## src/rtl/attack_input_buffer.sv

```systemverilog
// -----------------------------------------------------------------------------
// attack_input_buffer
//
// Conditions the raw attack button into a frame-synchronous attack request.
// The button is synchronized (two flops), debounced, and its 0->1 stable edge
// is held as a pending request until a frame tick (SCEN) on which the attack
// stage can start. A pending request that is never accepted expires after
// BUFFER_FRAMES frame ticks and reports that with a one-cycle drop_pulse.
//
// State table (request FSM):
//   state   | meaning
//   --------+---------------------------------------------------------------
//   IDLE    | no press waiting; attack1 low
//   PENDING | one press buffered; attack1 high, age counts SCEN ticks waited
//
// Ports:
//   clk            in   system clock
//   reset          in   asynchronous active-low reset
//   SCEN           in   one-cycle frame tick shared with the attack stage
//   btn_raw        in   raw, bouncing, asynchronous attack button
//   attack_enable  in   gate of the attack stage
//   attack_busy    in   attack stage currently in an attack
//   attack1        out  registered request level, high while a press is pending
//   btn_stable     out  debounced button level
//   drop_pulse     out  one-cycle pulse when a pending press expires
// -----------------------------------------------------------------------------
module attack_input_buffer #(
  parameter int DEBOUNCE_CYCLES = 500000,
  parameter int BUFFER_FRAMES   = 6
) (
  input  logic clk,
  input  logic reset,
  input  logic SCEN,
  input  logic btn_raw,
  input  logic attack_enable,
  input  logic attack_busy,
  output logic attack1,
  output logic btn_stable,
  output logic drop_pulse
);

  localparam int CNT_W = $clog2(DEBOUNCE_CYCLES + 1);
  // $clog2(1) is 0, so a single-frame buffer still gets a 1-bit counter
  localparam int AGE_W = (BUFFER_FRAMES > 2) ? $clog2(BUFFER_FRAMES) : 1;

  localparam logic [CNT_W-1:0] CNT_LAST = CNT_W'(DEBOUNCE_CYCLES - 1);
  localparam logic [AGE_W-1:0] AGE_LAST = AGE_W'(BUFFER_FRAMES - 1);

  typedef enum logic {
    IDLE    = 1'b0,
    PENDING = 1'b1
  } state_t;

  logic             s1;
  logic             s2;
  logic [CNT_W-1:0] cnt;
  logic [AGE_W-1:0] age;
  state_t           state;

  logic stable_flip;
  logic press_event;
  logic consume;

  // The stable level flips on the edge where the count completes; a press is
  // that flip going to 1, so the FSM sees it on the same edge btn_stable rises.
  assign stable_flip = (s2 != btn_stable) && (cnt == CNT_LAST);
  assign press_event = stable_flip && s2;
  assign consume     = SCEN && attack_enable && !attack_busy;

  always_ff @(posedge clk or negedge reset) begin
    if (!reset) begin
      s1         <= 1'b0;
      s2         <= 1'b0;
      btn_stable <= 1'b0;
      cnt        <= '0;
    end else begin
      s1 <= btn_raw;
      s2 <= s1;
      if (s2 == btn_stable) begin
        cnt <= '0;
      end else if (cnt == CNT_LAST) begin
        btn_stable <= s2;
        cnt        <= '0;
      end else begin
        cnt <= cnt + CNT_W'(1);
      end
    end
  end

  always_ff @(posedge clk or negedge reset) begin
    if (!reset) begin
      state      <= IDLE;
      age        <= '0;
      attack1    <= 1'b0;
      drop_pulse <= 1'b0;
    end else begin
      drop_pulse <= 1'b0;
      if (press_event) begin
        // A new press wins over consume/expire on the same edge and restarts
        // the wait; only one request is ever held.
        state   <= PENDING;
        attack1 <= 1'b1;
        age     <= '0;
      end else if ((state == PENDING) && SCEN) begin
        if (consume) begin
          state   <= IDLE;
          attack1 <= 1'b0;
          age     <= '0;
        end else if (age == AGE_LAST) begin
          state      <= IDLE;
          attack1    <= 1'b0;
          drop_pulse <= 1'b1;
          age        <= '0;
        end else begin
          age <= age + AGE_W'(1);
        end
      end
    end
  end

endmodule

```

## config.mk

```make
export PLATFORM = sky130hd
export DESIGN_NAME = attack_input_buffer
export DESIGN_NICKNAME = d
export VERILOG_FILES = /design/src/rtl/attack_input_buffer.sv
export SDC_FILE = /design/constraint.sdc
export NUM_CORES = 1
export LEC_CHECK = 0
export BUFFER_PORTS_ARGS = -buffer_cell sky130_fd_sc_hd__buf_2
export CORE_MARGIN = 2
export CORE_UTILIZATION = 26
export CTS_BUF_LIST = sky130_fd_sc_hd__clkbuf_8
export CTS_CLUSTER_SIZE = 28
export DETAILED_ROUTE_END_ITERATION = 7
export PLACE_DENSITY = 0.5
export SLEW_MARGIN = 30
export SYNTH_ARGS = -nofsm -noshare
export SYNTH_HDL_FRONTEND = slang
export SYNTH_SLANG_ARGS = --single-unit
```

## constraint.sdc

```tcl
create_clock -name clk -period 5.6 [get_ports clk]
set_input_delay 1.12 -clock clk [delete_from_list [all_inputs] [get_ports clk]]
set_output_delay 1.12 -clock clk [all_outputs]
set_load 0.02 [all_outputs]
```

==> results of run 1 <==
## metrics by stage
stage                     instances  instance area, µm²   util  power [mW]  hold slack (ns)
after floorplan                 128                1270      -       0.209            0.331
after CTS                       206                1440  0.305       0.326            0.358
after detailed placement        202                1390  0.295       0.216            0.336
after global placement          202                1390  0.295       0.216            0.336
final                           206                1440  0.305       0.319            0.356
after global routing            206                1440  0.305       0.338            0.380
## cells by family after synthesis
logic type | after synthesis
adder cells (fa/ha/maj) | 1
multiplexers | 1
AND/OR/NAND/NOR | 64
AO/OA/AOI/OAI | 16
flip-flops | 27
buffers and inverters | 6
XOR/XNOR | 13
## power breakdown
group | internal, mW | switching (mW) | leakage (nW)
registers | 0.197 | 0.00214 | 0.370
logic | 0.00401 | 0.00847 | 0.204
clock network | 0.0490 | 0.0578 | 0.0269
total | 0.250 | 0.0684 | 0.601
## placed cells by master (no fill, tap or decap), types with 2 or more instances in the layout
cell type,n
sky130_fd_sc_hd__a21oi_1,5
sky130_fd_sc_hd__a32oi_1,2
sky130_fd_sc_hd__buf_2,8
sky130_fd_sc_hd__clkbuf_8,3
sky130_fd_sc_hd__dfrtp_1,27
sky130_fd_sc_hd__inv_1,5
sky130_fd_sc_hd__nand2_1,9
sky130_fd_sc_hd__nand3_1,6
sky130_fd_sc_hd__nand4_1,3
sky130_fd_sc_hd__nor2_1,23
sky130_fd_sc_hd__nor3_1,7
sky130_fd_sc_hd__nor4_1,4
sky130_fd_sc_hd__o21ai_0,4
sky130_fd_sc_hd__or3_1,2
sky130_fd_sc_hd__xnor2_1,10
sky130_fd_sc_hd__xor2_1,3
## layout make-up
| cell class | count | area, µm² |
|---|---|---|
| clock buffers | 3 | 41.3 |
| clock inverters | 1 | 3.75 |
| repair buffers | 9 | 47.5 |
| fillers | 500 | 3280 |
| well taps | 67 | 83.8 |
| flip-flops and latches | 27 | 676 |
| multi-input cells | 95 | 572 |
| inverters | 4 | 15.0 |
## state kept, by name (all words and copies together), names as in the netlist
| signal | flops |
|---|---|
| age | 3 |
| drop_pulse | 1 |
| s1 | 1 |
| state | 1 |
| btn_stable | 1 |
| cnt | 19 |
| s2 | 1 |
## worst max-delay path, stage by stage, from the launching register on
cell and delay (ns):
sky130_fd_sc_hd__dfrtp_1 0.41, sky130_fd_sc_hd__ha_1 0.22, sky130_fd_sc_hd__and3_1 0.25, sky130_fd_sc_hd__nand4_1 0.22, sky130_fd_sc_hd__o31ai_2 0.53, sky130_fd_sc_hd__buf_4 0.29
sky130_fd_sc_hd__a21oi_1 0.06
## routing by layer
layer / track usage / share of wire
met5: 0 / 0
met4: 0.0182 / 0.0034
met2: 0.168 / 0.48
met1: 0.133 / 0.48
met3: 0.0219 / 0.029
## worst paths after layout
path,startpoint,endpoint,slack [ns],depth (start not counted)
worst max-delay path,cnt[0]$_DFF_PN0_,cnt[15]$_DFF_PN0_,3.50,6
worst min-delay path,s1$_DFF_PN0_,s2$_DFF_PN0_,0.36,0
worst max register to register,cnt[0]$_DFF_PN0_,cnt[15]$_DFF_PN0_,3.50,6
worst min register to register,s1$_DFF_PN0_,s2$_DFF_PN0_,0.36,0
max in group asynchronous,reset,age[1]$_DFFE_PN0P_,4.36,1
min in group asynchronous,reset,cnt[8]$_DFF_PN0_,0.84,1
==> results.md, run 1 <==
Outcome:
- The flow ran to the end, and the final reports show no timing, DRC or antenna violations.

Clocking:
- The sink count of the clock tree is 27.
- The maximum clock insertion buffer count is 2.
- The post-cts resize count is 0.
- The number of clock buffers inserted by TritonCTS is 3.
- TritonCTS built the clock tree.
- The count of hold buffers inserted by post-cts repair is 0.
- The post-CTS clock slew at the launch and capture registers of the worst setup and hold paths is 0.09 ns.
- In this run the number of H-tree levels came out at 1.
- The CTS root buffer is sky130_fd_sc_hd__clkbuf_8.
- The clock reaches the later pin of the worst-skew pair after 0.27 ns.
- Buffers added to address setup during post-CTS repair amount to 0.

STA:
- Timing would allow up to 0.476 GHz.
- Summed over all failing endpoints, the final setup total negative slack is 0 ns.
- At the pin with the least slew margin, the transition time is 0.757 ns.
- The worst pin sits at a relative slew slack of 0.491.
- The hold violation total from the final report is 0.
- Clock skew on the completed layout was measured at 0.00594 ns.
- In the finished design, the share of the clock period the worst path needs comes to 0.375.
- Setup repair after global routing left no endpoint under its margin.
- Setup slack closes at around 3.5 ns.
- Setup violations remaining at the end of the flow were counted as 0.
- The final period demand of the worst path is 2.10 ns.
- The max-slew violation total from the final report was 0.

Synth:
- The share of the synthesized netlist area taken by xor and xnor gates is 0.0896.
- Averaged over all synthesized cells, the footprint is 9.93 µm².
- The post-synthesis share of cell area spent on full adders, half adders and majority gates is 0.00984.
- The fraction of registers with async set or reset after synthesis is 1.00.
- The number of different library cells used by synthesis comes to 33.
- The fraction of synthesized cell area taken by the top area cell type is 0.531.
- The area fraction in compound gates after synthesis is 0.0837.
- The post-synthesis mux area share is 0.00886.
- Counting instances in the post-synthesis netlist gives the leading cell types as sky130_fd_sc_hd__dfrtp_1 (27), sky130_fd_sc_hd__nor2_1 (23), sky130_fd_sc_hd__xnor2_1 (10), sky130_fd_sc_hd__nand2_1 (9), sky130_fd_sc_hd__nor3_1 (7).
- The most used standard cell by instance count after synthesis is sky130_fd_sc_hd__dfrtp_1.
- Of the synthesized area, sequential elements account for 0.531.
- The largest family of logic cells by synthesized area is simple AND/OR/NAND/NOR gates.
- Among all flip-flop cells after synthesis, the most frequent one is sky130_fd_sc_hd__dfrtp_1.
- The number of flops mapped to enable cells by yosys is 0.
- The synthesized design contains 27 register bits.
- The post-synthesis instance area is 1270 µm².
- By area the synthesized netlist is led by sky130_fd_sc_hd__dfrtp_1 (53%), sky130_fd_sc_hd__xnor2_1 (6.9%), sky130_fd_sc_hd__nor2_1 (6.8%), sky130_fd_sc_hd__nor3_1 (2.8%), sky130_fd_sc_hd__nand2_1 (2.7%).
- The Yosys step of the flow raised 0 warnings.
- Counting every instance in the synthesized netlist gives 128.
- The number of nets produced by synthesis is 135.
- The simple-gate area share of the yosys netlist is 0.258.
- The cell type with the largest total area after synthesis is sky130_fd_sc_hd__dfrtp_1.

Finish:
- In the final layout, the share of cells above drive strength 1 is 0.129.
- The number of antenna diodes is 0.
- The post-synthesis to final-layout area growth is 13.2%.
- The layout net count is 147.

Route:
- After detailed routing, the total wire length is 2.34 mm.
- The total via count after detailed routing is 922.
- The DRC violations left is 0.
- In the final routed layout, each cell accounts on average for 11.4 µm.
- The number of antenna-violating nets in the routed design is 0.
- The violation count after the first detailed-route iteration is 35.
- Using the TritonRoute via totals, the vias-per-cell ratio works out to 4.48.
- The number of search-and-repair iterations in the first detailed-routing pass is 4.

Critical path:
- Data on the critical path arrives at its endpoint at 2.25 ns.
- The category of the most critical setup path is register to register.
- Of all nets on the critical path, the largest fanout is 12.
- STA classifies the critical path endpoint as a register.
- The data required time of the worst path is 5.75 ns.
- The category of the worst setup path launch point is a register.

GRT:
- Entering global routing, the biggest net connects 28 pins.
- Across every metal layer, demand over resource in global routing totals 0.0995.
- The number of global-route vias before repair is a little under 1000.
- The first global-routing pass estimated 4.33 mm of wire.
- The number of antenna violations at the first check in global routing was 0.
- The overall overflow remaining after global route is 0.

Die:
- The area of the die is approximately 5500 µm².
- The area of the placeable core is 4720 µm².
- The floorplan step set the die width to 73.9 µm.
- The number of placement rows is 25.
- The number of top-level design ports is 9.
- The effective utilization at floorplan is 0.269.
- The floorplan step set the die height to 73.9 µm.

Hold path:
- In this run the worst hold path is classified as register to register.

Power:
- Across the VDD grid, the largest voltage drop is between 0.0001 and 0.00015 V.
- The analysis attributes to cell leakage a power of 0.601 nW.
- In this run the power density over the cells is 222 nW/µm².

Place:
- The weighted congestion at the end of routability-driven global placement is 0.793.
- Summed over all nets, the half-perimeter wirelength after detailed placement is 1.73 mm.
- Timing analysis after detailed placement gives a worst setup slack of 3.49 ns.
- The count of input and output buffers is 8.

Flow run:
- The max-cap check violation count is 0.
Note: power is estimated with default switching activity, not from simulation.
==> run 2, diff against run 1 <==
--- a/config.mk
+++ b/config.mk
@@ -11,7 +11,7 @@
 export CTS_BUF_LIST = sky130_fd_sc_hd__clkbuf_8
 export CTS_CLUSTER_SIZE = 28
 export DETAILED_ROUTE_END_ITERATION = 7
-export PLACE_DENSITY = 0.5
+export PLACE_DENSITY = 0.51
 export SLEW_MARGIN = 30
 export SYNTH_ARGS = -nofsm -noshare
 export SYNTH_HDL_FRONTEND = slang
==> constraint.sdc (replaced) <==
create_clock -name clk -period 1.7 [get_ports clk]
set_input_delay 0.34 -clock clk [delete_from_list [all_inputs] [get_ports clk]]
set_output_delay 0.34 -clock clk [all_outputs]
set_load 0.02 [all_outputs]
==> run 2 against run 1 <==
  * The flow now finishes with violations (setup timing)
  * Clock power grew to 3.4 times the previous value
  * Total power grew to 3.5 times the previous value
  * Wire length is 27% higher
  * Worst setup slack worse by 3.6 ns
  * Hold slack worse by 0.29 ns
  * Critical endpoint is now cnt[17]$_DFF_PN0_
==> results.md, run 2 (synthesis gave the netlist of run 1 again) <==
Die:
- The x dimension of the die is 73.9 µm.
- The number of top-level design ports is 9.
- The total area inside the core boundary comes to about 4700 µm².
- The effective utilization at floorplan is 0.269.
- The floorplan step defined a die boundary enclosing 5460 µm².
- The vertical extent of the die is 73.9 µm.
- The initialized floorplan defines 25 standard-cell rows.

STA:
- Static timing analysis puts the maximum clock frequency at roughly 0.57 GHz.
- The final period demand of the worst path is 1.76 ns.
- The count of final setup violators is 14.
- Dividing the final minimum period by the clock period gives 1.04.
- The worst pin sits at a relative slew slack of 0.585.
- The hold violation total from the final report is 0.
- For the pin with the worst max-slew slack, the measured transition is 0.623 ns.
- Setup repair after global routing could not meet its margin everywhere.
- Between clock sinks in the finished design, the worst skew comes to ~0.005 ns.
- The max-slew violation total from the final report is 0.
- Summed over all failing endpoints, the final setup total negative slack is -0.258 ns.
- The worst setup slack after layout is -0.0634 ns.

Place:
- The worst slack at placement is -0.104 ns.
- The HPWL reported at the end of detailed placement is 1.93 mm.
- Buffers placed on the I/O ports in this run total 8.
- The weighted congestion at the end of routability-driven global placement is about 0.77.

Critical path:
- The maximum fanout encountered on the critical timing path is 8.
- Data on the critical path arrives at its endpoint at 1.98 ns.
- At the worst endpoint, the required time is 1.91 ns.
- The endpoint kind of the worst setup timing path is a register.
- The category of the most critical setup path is register to register.
- The number of cells on the worst reg-to-reg path is 4.
- The category of the worst setup path launch point is a register.

Clocking:
- Counting along the longest clock path gives a buffer depth of 2.
- The CTS tree is done.
- After clock tree synthesis, the clock-pin slew on the worst setup and hold paths is 0.09 ns.
- The sink count of the clock tree is 27.
- The count of hold buffers inserted by post-cts repair is 0.
- The number of clock buffers inserted by TritonCTS is 3.
- The later-pin clock latency in the skew report is 0.28 ns.
- The CTS root buffer is sky130_fd_sc_hd__clkbuf_8.
- CTS built an H-tree with a depth of 1.

Power:
- Cell internal power was estimated by the tool at 0.849 mW.
- Of the total power, the share spent switching nets is 0.231.
- The clock power share is 0.330.
- IR analysis of the VDD net gives a maximum drop of 0.000376 V.
- The analysis attributes to net switching a power of ~0.25 mW.
- The share of total power dissipated in sequential elements is 0.595.
- The power density over the cells is 609 nW/µm².
- The share of power burned in combinational logic is 0.074.
- In this run the static leakage power is around 0.75 nW.

Finish:
- Leaving out fill and tap cells, the most frequent cells in the layout are sky130_fd_sc_hd__dfrtp_1 (27), sky130_fd_sc_hd__buf_4 (20), sky130_fd_sc_hd__nor2_1 (13), sky130_fd_sc_hd__xnor2_1 (10), sky130_fd_sc_hd__nand2_1 (9).
- The repair_antennas step left the layout with diodes totalling 0.
- The largest registers in the layout are cnt (19), age (3).
- The leading cell type in the layout, fill and taps excluded is sky130_fd_sc_hd__dfrtp_1.
- The register name with the most flops is cnt.
- Compared with the post-synthesis result, the final layout area differs by 42.5%.
- In the final layout, the share of cells above drive strength 1 is 0.389.
- The layout net count is 170.
- The register with the most flip-flops in the layout has 19 of them.

GRT:
- Summed over all layers, the global routing overflow is 0.
- The number of antenna violations at the first check in global routing was 0.
- The number of global-route vias before repair is between 1000 and 1500.
- Entering global routing, the biggest net connects 28 pins.
- The wire length of the first global-routing pass is 4.76 mm.
- Across every metal layer, demand over resource in global routing totals 0.113.

Route:
- Before antenna repair, the detailed router went through 4 iterations.
- After detailed routing, the average wire length per cell comes to 13.0 µm.
- For this run, design rule violations remaining after detail routing come to 0.
- The routed design has 2.98 mm of wire.
- The average vias per placed instance is approximately 4.6.
- The number of antenna-violating nets in the routed design is 0.
- The total via count after detailed routing is ~1100.
- After the first detailed-routing iteration, the DRC count stood at 41.

Outcome:
- The flow ran to the end, but the final reports show violations.
- The checks that failed: setup timing.

Hold path:
- The tightest min-delay check is of the input port to async pin type.

Flow run:
- The max-cap check violation count is 0.
-- run 2: cell count changes in the layout (fill, tap and decap cells not counted), moves of 2 or more --
cell / delta
sky130_fd_sc_hd__nor4_2: +3
sky130_fd_sc_hd__nor2_1: -10
sky130_fd_sc_hd__buf_4: +19
sky130_fd_sc_hd__a21oi_2: +3
sky130_fd_sc_hd__a21oi_1: -3
sky130_fd_sc_hd__nor4_1: -3
sky130_fd_sc_hd__nor2_4: +8
sky130_fd_sc_hd__nor2_2: +2
sky130_fd_sc_hd__clkbuf_16: +2
-- run 2: routing by layer --
layer | wire, µm | GRT usage
met5 | 0 | 0
met4 | 30 | 0.0485
met3 | 80 | 0.0261
met2 | 1570 | 0.189
met1 | 1300 | 0.140
-- run 2: what timing repair did --
item,in CTS,in global routing
resized for setup,2,29
pin swaps,3,9
cloned,0,2
setup endpoints to repair,6,25
setup buffers,3,2
-- run 2: power groups by stage --
stage	Sequential (mW)	Combinational (mW)	Clock, mW
after global routing	0.659	0.0906	0.415
after detailed placement	0.669	0.0540	0
after floorplan	0.668	0.0209	0
after CTS	0.657	0.0543	0.384
final	0.657	0.0822	0.364
after global placement	0.669	0.0512	0
-- run 2: layout make-up --
cell class / count / area, µm²
Fill cell: 460 / 2910
Multi-Input combinational cell: 95 / 721
Sequential cell: 27 / 676
Timing Repair Buffer: 32 / 272
Tap cell: 67 / 83.8
Clock buffer: 3 / 41.3
Inverter: 4 / 15.0
Clock inverter: 1 / 3.75
-- run 2: critical path, cell delays in order, from the launching register on --
cell and delay [ns]:
sky130_fd_sc_hd__dfrtp_1 0.45, sky130_fd_sc_hd__nand3_4 0.09, sky130_fd_sc_hd__or4_4 0.54, sky130_fd_sc_hd__or4_4 0.50, sky130_fd_sc_hd__a21oi_2 0.12
-- run 2: worst paths after layout --
check / start / end / slack (ns)
worst min register to register: s1$_DFF_PN0_ / s2$_DFF_PN0_ / 0.37
worst max-delay path: cnt[6]$_DFF_PN0_ / cnt[17]$_DFF_PN0_ / -0.06
max in group asynchronous: reset / cnt[18]$_DFF_PN0_ / 1.22
worst min-delay path: reset / cnt[1]$_DFF_PN0_ / 0.06
worst max register to register: cnt[6]$_DFF_PN0_ / cnt[17]$_DFF_PN0_ / -0.06
min in group clk: btn_raw / s1$_DFF_PN0_ / 0.17
-- run 2: per-stage QoR --
stage	utilization	std cells	area, µm²	total power, mW	hold slack [ns]
floorplan	-	128	1310	0.689	0.0444
global placement	0.328	218	1550	0.720	0.336
detailed placement	0.328	218	1550	0.723	0.341
CTS	0.345	225	1630	1.09	0.0904
global route	0.384	229	1810	1.17	0.0927
finish	0.384	229	1810	1.10	0.0607
